**config.mk**
```make
export PLATFORM = sky130hd
export DESIGN_NAME = wb_stage_pipe_flat
export DESIGN_NICKNAME = d
export VERILOG_FILES = /design/src/rtl/wb_stage_if.sv /design/src/rtl/wb_stage_pipe.sv /design/src/flat_wrapper.sv
export SDC_FILE = /design/constraint.sdc
export NUM_CORES = 1
export LEC_CHECK = 0
export BUFFER_PORTS_ARGS = -buffer_cell sky130_fd_sc_hd__buf_4
export CORE_UTILIZATION = 51
export CTS_BUF_LIST = sky130_fd_sc_hd__clkbuf_16
export CTS_CLUSTER_SIZE = 24
export DETAILED_ROUTE_END_ITERATION = 8
export GPL_TIMING_DRIVEN = 0
export HOLD_SLACK_MARGIN = 0.02
export PLACE_DENSITY = 0.9
export SLEW_MARGIN = 25
export SYNTH_ARGS = -nofsm -noshare
export SYNTH_HDL_FRONTEND = slang
export SYNTH_SLANG_ARGS = --single-unit
```
**constraint.sdc**
```tcl
create_clock -name clk -period 2.4 [get_ports clk]
set_input_delay 0.36 -clock clk [delete_from_list [all_inputs] [get_ports clk]]
set_output_delay 0.36 -clock clk [all_outputs]
set_load 0.1 [all_outputs]
```
**src/rtl/wb_stage_if.sv**
```systemverilog
// wb_stage_if: MEM/WB boundary bundle for wb_stage_pipe.
//   master: drives the MEM-stage side (en, flush, in_valid, reg_write, waddr,
//           wb_sel, load_size, load_signed, alu_result, read_data_mem,
//           pc_adder, cnt_clr) and observes the writeback results.
//   slave : the writeback stage; drives rf_we, rf_waddr, rf_wdata, wb_valid,
//           misalign, retire_cnt.
interface wb_stage_if #(
  parameter int DATA_W = 32,
  parameter int REG_AW = 5,
  parameter int CNT_W  = 32
);
  logic              en;
  logic              flush;
  logic              in_valid;
  logic              reg_write;
  logic [REG_AW-1:0] waddr;
  logic [1:0]        wb_sel;
  logic [1:0]        load_size;
  logic              load_signed;
  logic [DATA_W-1:0] alu_result;
  logic [DATA_W-1:0] read_data_mem;
  logic [DATA_W-1:0] pc_adder;
  logic              cnt_clr;

  logic              rf_we;
  logic [REG_AW-1:0] rf_waddr;
  logic [DATA_W-1:0] rf_wdata;
  logic              wb_valid;
  logic              misalign;
  logic [CNT_W-1:0]  retire_cnt;

  modport master (
    output en, flush, in_valid, reg_write, waddr, wb_sel, load_size,
           load_signed, alu_result, read_data_mem, pc_adder, cnt_clr,
    input  rf_we, rf_waddr, rf_wdata, wb_valid, misalign, retire_cnt
  );

  modport slave (
    input  en, flush, in_valid, reg_write, waddr, wb_sel, load_size,
           load_signed, alu_result, read_data_mem, pc_adder, cnt_clr,
    output rf_we, rf_waddr, rf_wdata, wb_valid, misalign, retire_cnt
  );
endinterface

```
**src/rtl/wb_stage_pipe.sv**
```systemverilog
// wb_stage_pipe: registered MIPS writeback stage (MEM/WB pipeline register).
// Selects ALU result, aligned/extended load data or the link address, and
// drives the register-file write port one cycle after capture.
// Ports:
//   clk  - rising-edge clock
//   rst  - asynchronous active-high reset
//   bus  - wb_stage_if.slave: MEM-stage inputs, register-file write port,
//          wb_valid, misalign flag and retired-instruction counter.
// Each captured entry writes and retires only in its first WB cycle; a held
// entry (en=0) stays visible but is no longer "fresh".
module wb_stage_pipe #(
  parameter int DATA_W = 32,
  parameter int REG_AW = 5,
  parameter int CNT_W  = 32
) (
  input  logic       clk,
  input  logic       rst,
  wb_stage_if.slave  bus
);
  localparam int OFF_W = $clog2(DATA_W / 8);

  logic [OFF_W-1:0]  off;
  logic [DATA_W-1:0] shifted;
  logic [7:0]        ld_b;
  logic [15:0]       ld_h;
  logic [31:0]       ld_w;
  logic [DATA_W-1:0] load_val;
  logic [DATA_W-1:0] sel_data;
  logic              mis_d;

  logic              valid_q;
  logic              fresh_q;
  logic              we_q;
  logic [REG_AW-1:0] waddr_q;
  logic [DATA_W-1:0] wdata_q;
  logic              mis_q;
  logic [CNT_W-1:0]  cnt_q;

  // Big-endian lanes: shifting left by the byte offset brings lane o to the
  // top of the word, so every load size reads from the same MSB position.
  assign off     = bus.alu_result[OFF_W-1:0];
  assign shifted = bus.read_data_mem << {off, 3'b000};
  assign ld_b    = shifted[DATA_W-1 -: 8];
  assign ld_h    = shifted[DATA_W-1 -: 16];
  assign ld_w    = shifted[DATA_W-1 -: 32];

  // NOTE: every signal written in always_comb gets a default first so no
  // path through the block can leave it unassigned and infer a latch.
  always_comb begin
    load_val = bus.read_data_mem;
    mis_d    = 1'b0;
    case (bus.load_size)
      2'b00: load_val = bus.load_signed ? DATA_W'($signed(ld_b)) : DATA_W'(ld_b);
      2'b01: begin
        load_val = bus.load_signed ? DATA_W'($signed(ld_h)) : DATA_W'(ld_h);
        mis_d    = off[0];
      end
      2'b10: begin
        load_val = bus.load_signed ? DATA_W'($signed(ld_w)) : DATA_W'(ld_w);
        mis_d    = |off[1:0];
      end
      default: begin
        // Full-width load; at DATA_W=32 this is identical to a word load.
        load_val = bus.read_data_mem;
        mis_d    = |off;
      end
    endcase
    if (bus.wb_sel != 2'b01) mis_d = 1'b0;
  end

  always_comb begin
    sel_data = '0;
    case (bus.wb_sel)
      2'b00:   sel_data = bus.alu_result;
      2'b01:   sel_data = load_val;
      2'b10:   sel_data = bus.pc_adder;
      default: sel_data = '0;
    endcase
  end

  // NOTE: sequential state uses non-blocking assignments so every flop
  // samples the pre-edge values regardless of statement order.
  always_ff @(posedge clk or posedge rst) begin
    if (rst) begin
      valid_q <= 1'b0;
      fresh_q <= 1'b0;
      we_q    <= 1'b0;
      waddr_q <= '0;
      wdata_q <= '0;
      mis_q   <= 1'b0;
      cnt_q   <= '0;
    end else begin
      if (bus.en) begin
        valid_q <= bus.in_valid & ~bus.flush;
        fresh_q <= 1'b1;
        we_q    <= bus.reg_write;
        waddr_q <= bus.waddr;
        wdata_q <= sel_data;
        mis_q   <= bus.in_valid & ~bus.flush & mis_d;
      end else begin
        fresh_q <= 1'b0;
      end
      // Counts the entry currently in its first WB cycle; clear wins.
      if (bus.cnt_clr)
        cnt_q <= '0;
      else if (valid_q & fresh_q)
        cnt_q <= cnt_q + CNT_W'(1);
    end
  end

  assign bus.rf_we      = valid_q & fresh_q & we_q & (waddr_q != '0) & ~mis_q;
  assign bus.rf_waddr   = waddr_q;
  assign bus.rf_wdata   = wdata_q;
  assign bus.wb_valid   = valid_q;
  assign bus.misalign   = mis_q;
  assign bus.retire_cnt = cnt_q;
endmodule

```
**src/flat_wrapper.sv**
```systemverilog
// flat-port wrapper written by rule: the top's interface ports become plain ports
module wb_stage_pipe_flat 
#(
  parameter int DATA_W = 32,
  parameter int REG_AW = 5,
  parameter int CNT_W  = 32
)
  (clk, rst, bus_en, bus_flush, bus_in_valid, bus_reg_write, bus_waddr, bus_wb_sel, bus_load_size, bus_load_signed, bus_alu_result, bus_read_data_mem, bus_pc_adder, bus_cnt_clr, bus_rf_we, bus_rf_waddr, bus_rf_wdata, bus_wb_valid, bus_misalign, bus_retire_cnt);
  wb_stage_if #(.DATA_W(DATA_W), .REG_AW(REG_AW), .CNT_W(CNT_W)) bus_i ();
  input  logic clk;
  input  logic rst;
  input wire logic [$bits(bus_i.en)-1:0] bus_en;
  input wire logic [$bits(bus_i.flush)-1:0] bus_flush;
  input wire logic [$bits(bus_i.in_valid)-1:0] bus_in_valid;
  input wire logic [$bits(bus_i.reg_write)-1:0] bus_reg_write;
  input wire logic [$bits(bus_i.waddr)-1:0] bus_waddr;
  input wire logic [$bits(bus_i.wb_sel)-1:0] bus_wb_sel;
  input wire logic [$bits(bus_i.load_size)-1:0] bus_load_size;
  input wire logic [$bits(bus_i.load_signed)-1:0] bus_load_signed;
  input wire logic [$bits(bus_i.alu_result)-1:0] bus_alu_result;
  input wire logic [$bits(bus_i.read_data_mem)-1:0] bus_read_data_mem;
  input wire logic [$bits(bus_i.pc_adder)-1:0] bus_pc_adder;
  input wire logic [$bits(bus_i.cnt_clr)-1:0] bus_cnt_clr;
  output wire logic [$bits(bus_i.rf_we)-1:0] bus_rf_we;
  output wire logic [$bits(bus_i.rf_waddr)-1:0] bus_rf_waddr;
  output wire logic [$bits(bus_i.rf_wdata)-1:0] bus_rf_wdata;
  output wire logic [$bits(bus_i.wb_valid)-1:0] bus_wb_valid;
  output wire logic [$bits(bus_i.misalign)-1:0] bus_misalign;
  output wire logic [$bits(bus_i.retire_cnt)-1:0] bus_retire_cnt;
  assign bus_i.en = bus_en;
  assign bus_i.flush = bus_flush;
  assign bus_i.in_valid = bus_in_valid;
  assign bus_i.reg_write = bus_reg_write;
  assign bus_i.waddr = bus_waddr;
  assign bus_i.wb_sel = bus_wb_sel;
  assign bus_i.load_size = bus_load_size;
  assign bus_i.load_signed = bus_load_signed;
  assign bus_i.alu_result = bus_alu_result;
  assign bus_i.read_data_mem = bus_read_data_mem;
  assign bus_i.pc_adder = bus_pc_adder;
  assign bus_i.cnt_clr = bus_cnt_clr;
  assign bus_rf_we = bus_i.rf_we;
  assign bus_rf_waddr = bus_i.rf_waddr;
  assign bus_rf_wdata = bus_i.rf_wdata;
  assign bus_wb_valid = bus_i.wb_valid;
  assign bus_misalign = bus_i.misalign;
  assign bus_retire_cnt = bus_i.retire_cnt;
  wb_stage_pipe #(.DATA_W(DATA_W), .REG_AW(REG_AW), .CNT_W(CNT_W)) u_core (.clk(clk), .rst(rst), .bus(bus_i));
endmodule
```
==> impl_metrics.json <==
{
  "fin_util": 0.743,
  "grt_max_degree": 55,
  "hold_viol": 0,
  "hold_path_class": "input port to register",
  "grt_util_met1": 0.444,
  "async_flop_share": 1.00,
  "crit_arrival_ps": 1770,
  "cts_buffers": 9,
  "ctsResizeCount": 0,
  "p_switching_w": 0.00164,
  "layout-drive-gt1-share": 0.357,
  "clk_pin_slew_ps": 60,
  "die_x_um": 102,
  "yosysWarnings": 0,
  "p_leak_nw": 3.21,
  "cts_root_buf": "clkbuf_16",
  "cts_max_path_buffers": 2,
  "dpl_cell_area_um2": 6660,
  "synth.net_count": 668,
  "p_int_w": 0.00265,
  "yosys-top-cells-area": "dfrtp_1 (36%), mux2i_1 (8.1%), nor2_1 (4.4%), mux2_2 (3.6%), mux4_2 (3.6%)",
  "drt_wl_total_mm": 17.8,
  "seqCellArea_um2": 1860,
  "start_util": 0.537,
  "drt_pass1_iterations": 5,
  "multi_input_area_um2": 2980,
  "antennaDiodeCount": 0,
  "coreArea_um2": 9420,
  "wl_per_cell_um": 20.2,
  "tightest_slew_ps": 648,
  "post-route-drc-count": 0,
  "power.share.switching": 0.382,
  "grt_usage": 0.351,
  "syn_avg_cell_area_um2": 9.13,
  "vias_per_cell": 6.36,
  "h-tree-depth": 3,
  "seqPwrFrac": 0.319,
  "place_congestion": 1.07,
  "rows": 35,
  "cts_tree": "built",
  "overflow": 0,
  "synthesis.area_um2": 5060,
  "vias": 5616,
  "rsz0062_at_grt": "false",
  "p_comb_frac": 0.331,
  "die_area_um2": 10300,
  "yosys.area.top_type": "dfrtp_1",
  "cpMaxStageDelayCell": "or4_1",
  "crit_chain": "or4_1 > nor2_1 > nor4b_4 > buf_4",
  "clock_latency_ps": 340,
  "relSlewSlack": 0.568,
  "grt_pass1_wl_mm": 27.7,
  "dp_cells": 866,
  "synthCells": 554,
  "final_max_slew_viol_count": 0,
  "required_ps": 2040,
  "min_period_ps": 2130,
  "place_hpwl_mm": 13.6,
  "fin_nets": 863,
  "seq_area_frac_synth": 0.361,
  "ys_ff_latch": 73,
  "io_buffers": 182,
  "met2_usage": 0.577,
  "ant_nets": 0,
  "power_frac_clock": 0.350,
  "critPathKind": "register to output pin",
  "grt_pass1_vias": 5568,
  "yosysTopAreaCellShare": 0.361,
  "crit_fanout": 3,
  "fmax_mhz": 470,
  "cpPeakStageDelay_ps": 540,
  "cap_violations": 0,
  "die_h_um": 102,
  "synth_cell_types": 56,
  "status": "completed",
  "grt_util_met3": 0.0752,
  "synth_edf_count": 0,
  "setup_viol": 0,
  "n_fill_cell": 695,
  "antenna_found_initial": 0,
  "syn2layout_area_growth_pct": 38.3,
  "final_cells": 883,
  "fin_area_um2": 7000,
  "finalCritPeriodShare": 0.887,
  "first_iter_violations": 503,
  "power_w": 0.00429,
  "cts.sinks": 73,
  "finClkSkew_ps": 8.85,
  "cp-start-kind": "register",
  "powerDensity_nw_per_um2": 614,
  "grt.busiest_layer": "met2",
  "ys.flop_type": "dfrtp_1",
  "critPathCaptureType": "output pin",
  "peakVddDrop_mv": 0.348,
  "ios": 185
}
==> layout by cell type, fill, tap and decap left out, types with 8 or more instances in the layout <==
cell | synthesis | final
clkbuf_1 | 29 | 29
buf_2 | 9 | 9
nor3_1 | 9 | 9
mux2i_1 | 41 | 41
dfrtp_1 | 73 | 50
nor2b_1 | 9 | 9
nor2_1 | 59 | 59
clkbuf_16 | 0 | 9
inv_1 | 23 | 22
o211ai_1 | 15 | 15
and2_1 | 10 | 10
buf_4 | 0 | 182
and4_1 | 8 | 8
nand4_1 | 10 | 10
a31oi_1 | 9 | 9
or4_1 | 9 | 9
nand3_1 | 13 | 13
mux4_2 | 8 | 8
o2bb2ai_1 | 9 | 9
dfrtp_2 | 0 | 23
nand2_1 | 22 | 22
nand2b_1 | 13 | 13
mux2_2 | 16 | 16
o31ai_1 | 15 | 15
a21oi_1 | 35 | 35
o21ai_0 | 20 | 20
xor2_1 | 11 | 11
o2111ai_1 | 8 | 8
==> registers in the layout (all words and copies together), names as in the netlist <==
name / cells
u_core.bus.wb_valid: 1
u_core.bus.retire_cnt: 32
u_core.we_q: 1
u_core.bus.misalign: 1
u_core.bus.rf_wdata: 32
u_core.fresh_q: 1
u_core.bus.rf_waddr: 5
==> synthesized netlist by cell type (all sizes together), types with 3 or more instances <==
library cell,n
xor2,11
a21oi,35
o2bb2ai,9
or3,4
a211oi,5
nand3,13
mux2,20
mux2i,41
or4,10
o211ai,15
dfrtp,73
nand4,12
nand2b,13
a2111oi,7
a2bb2oi,5
clkbuf,29
nor2,59
nor4,3
and2,10
nor3,9
nand3b,6
o21ai,20
inv,24
nor2b,9
nand2,22
o221ai,7
o2111ai,8
and4,9
buf,14
o31ai,15
mux4,8
a31oi,9
==> area by class of cell <==
class,count,area share
Clock buffer,9,0.0322
Timing Repair Buffer,184,0.201
Sequential cell,73,0.265
Inverter,24,0.0132
Buffer,43,0.0258
Tap cell,129,0.0231
Clock inverter,7,0.0143
Multi-Input combinational cell,414,0.426
==> what timing repair did <==
action,CTS,global route
buffers inserted,0,0
hold buffers,1,0
endpoints found under the hold margin,19,0
==> stage by stage <==
step	hold WS, ps	worst slack (ps)	setup TNS, ps
5_1_grt	175	114	0
2_1_floorplan	391	1.70	0
4_1_cts	174	262	0
6_report	173	270	0
3_5_place_dp	350	129	0
3_3_place_gp	474	-924	-55670
==> cell families (layout without fill, tap and decap cells) <==
group	Yosys count	after routing	synth area share
and+or+nand+nor	185	185	0.200
AOI/OAI and AO/OA	147	147	0.201
DFF	73	73	0.361
muxes	69	69	0.161
buffers and inverters	67	267	0.0534
xor gates and xnor gates	12	12	0.0208
adders and majority gates	1	1	0.00247
==> critical path: cells and delay by family (launching register included) <==
family | cells | cell delay (ps)
and+or+nand+nor | 3 | 800
DFF | 1 | 400
buffers and inverters | 1 | 240
==> routing by layer <==
metal  share of wire  vias to the layer above
li1                -                     2481
met1            0.40                     2700
met2            0.48                      377
met3           0.089                       58
met4           0.033                        0
met5               0                        -
==> power groups by stage <==
| stage | Combinational [W] | Clock (W) | Sequential [W] |
|---|---|---|---|
| after global routing | 0.00148 | 0.00155 | 0.00138 |
| after floorplan | 0.000378 | 0 | 0.00197 |
| after CTS | 0.00141 | 0.00151 | 0.00137 |
| after global placement | 0.00138 | 0 | 0.00139 |
| after detailed placement | 0.00141 | 0 | 0.00139 |
| final | 0.00142 | 0.00150 | 0.00137 |
==> final timing paths <==
path,startpoint,end,slack (ps),cells after the start
worst max-delay path,u_core.bus.rf_waddr[1]$_DFFE_PP0P_,bus_rf_we,270,4
worst min-delay path,bus_en,u_core.fresh_q$_DFF_PP0_,170,1
worst max register to register,u_core.bus.retire_cnt[0]$_DFFE_PP0P_,u_core.bus.retire_cnt[30]$_DFFE_PP0P_,280,7
worst min register to register,u_core.bus.rf_wdata[22]$_DFFE_PP0P_,u_core.bus.rf_wdata[22]$_DFFE_PP0P_,500,1
max in group asynchronous,rst,u_core.bus.rf_waddr[4]$_DFFE_PP0P_,1270,4
min in group asynchronous,rst,u_core.bus.rf_wdata[12]$_DFFE_PP0P_,540,3
Note: power is estimated with default switching activity, not from simulation.
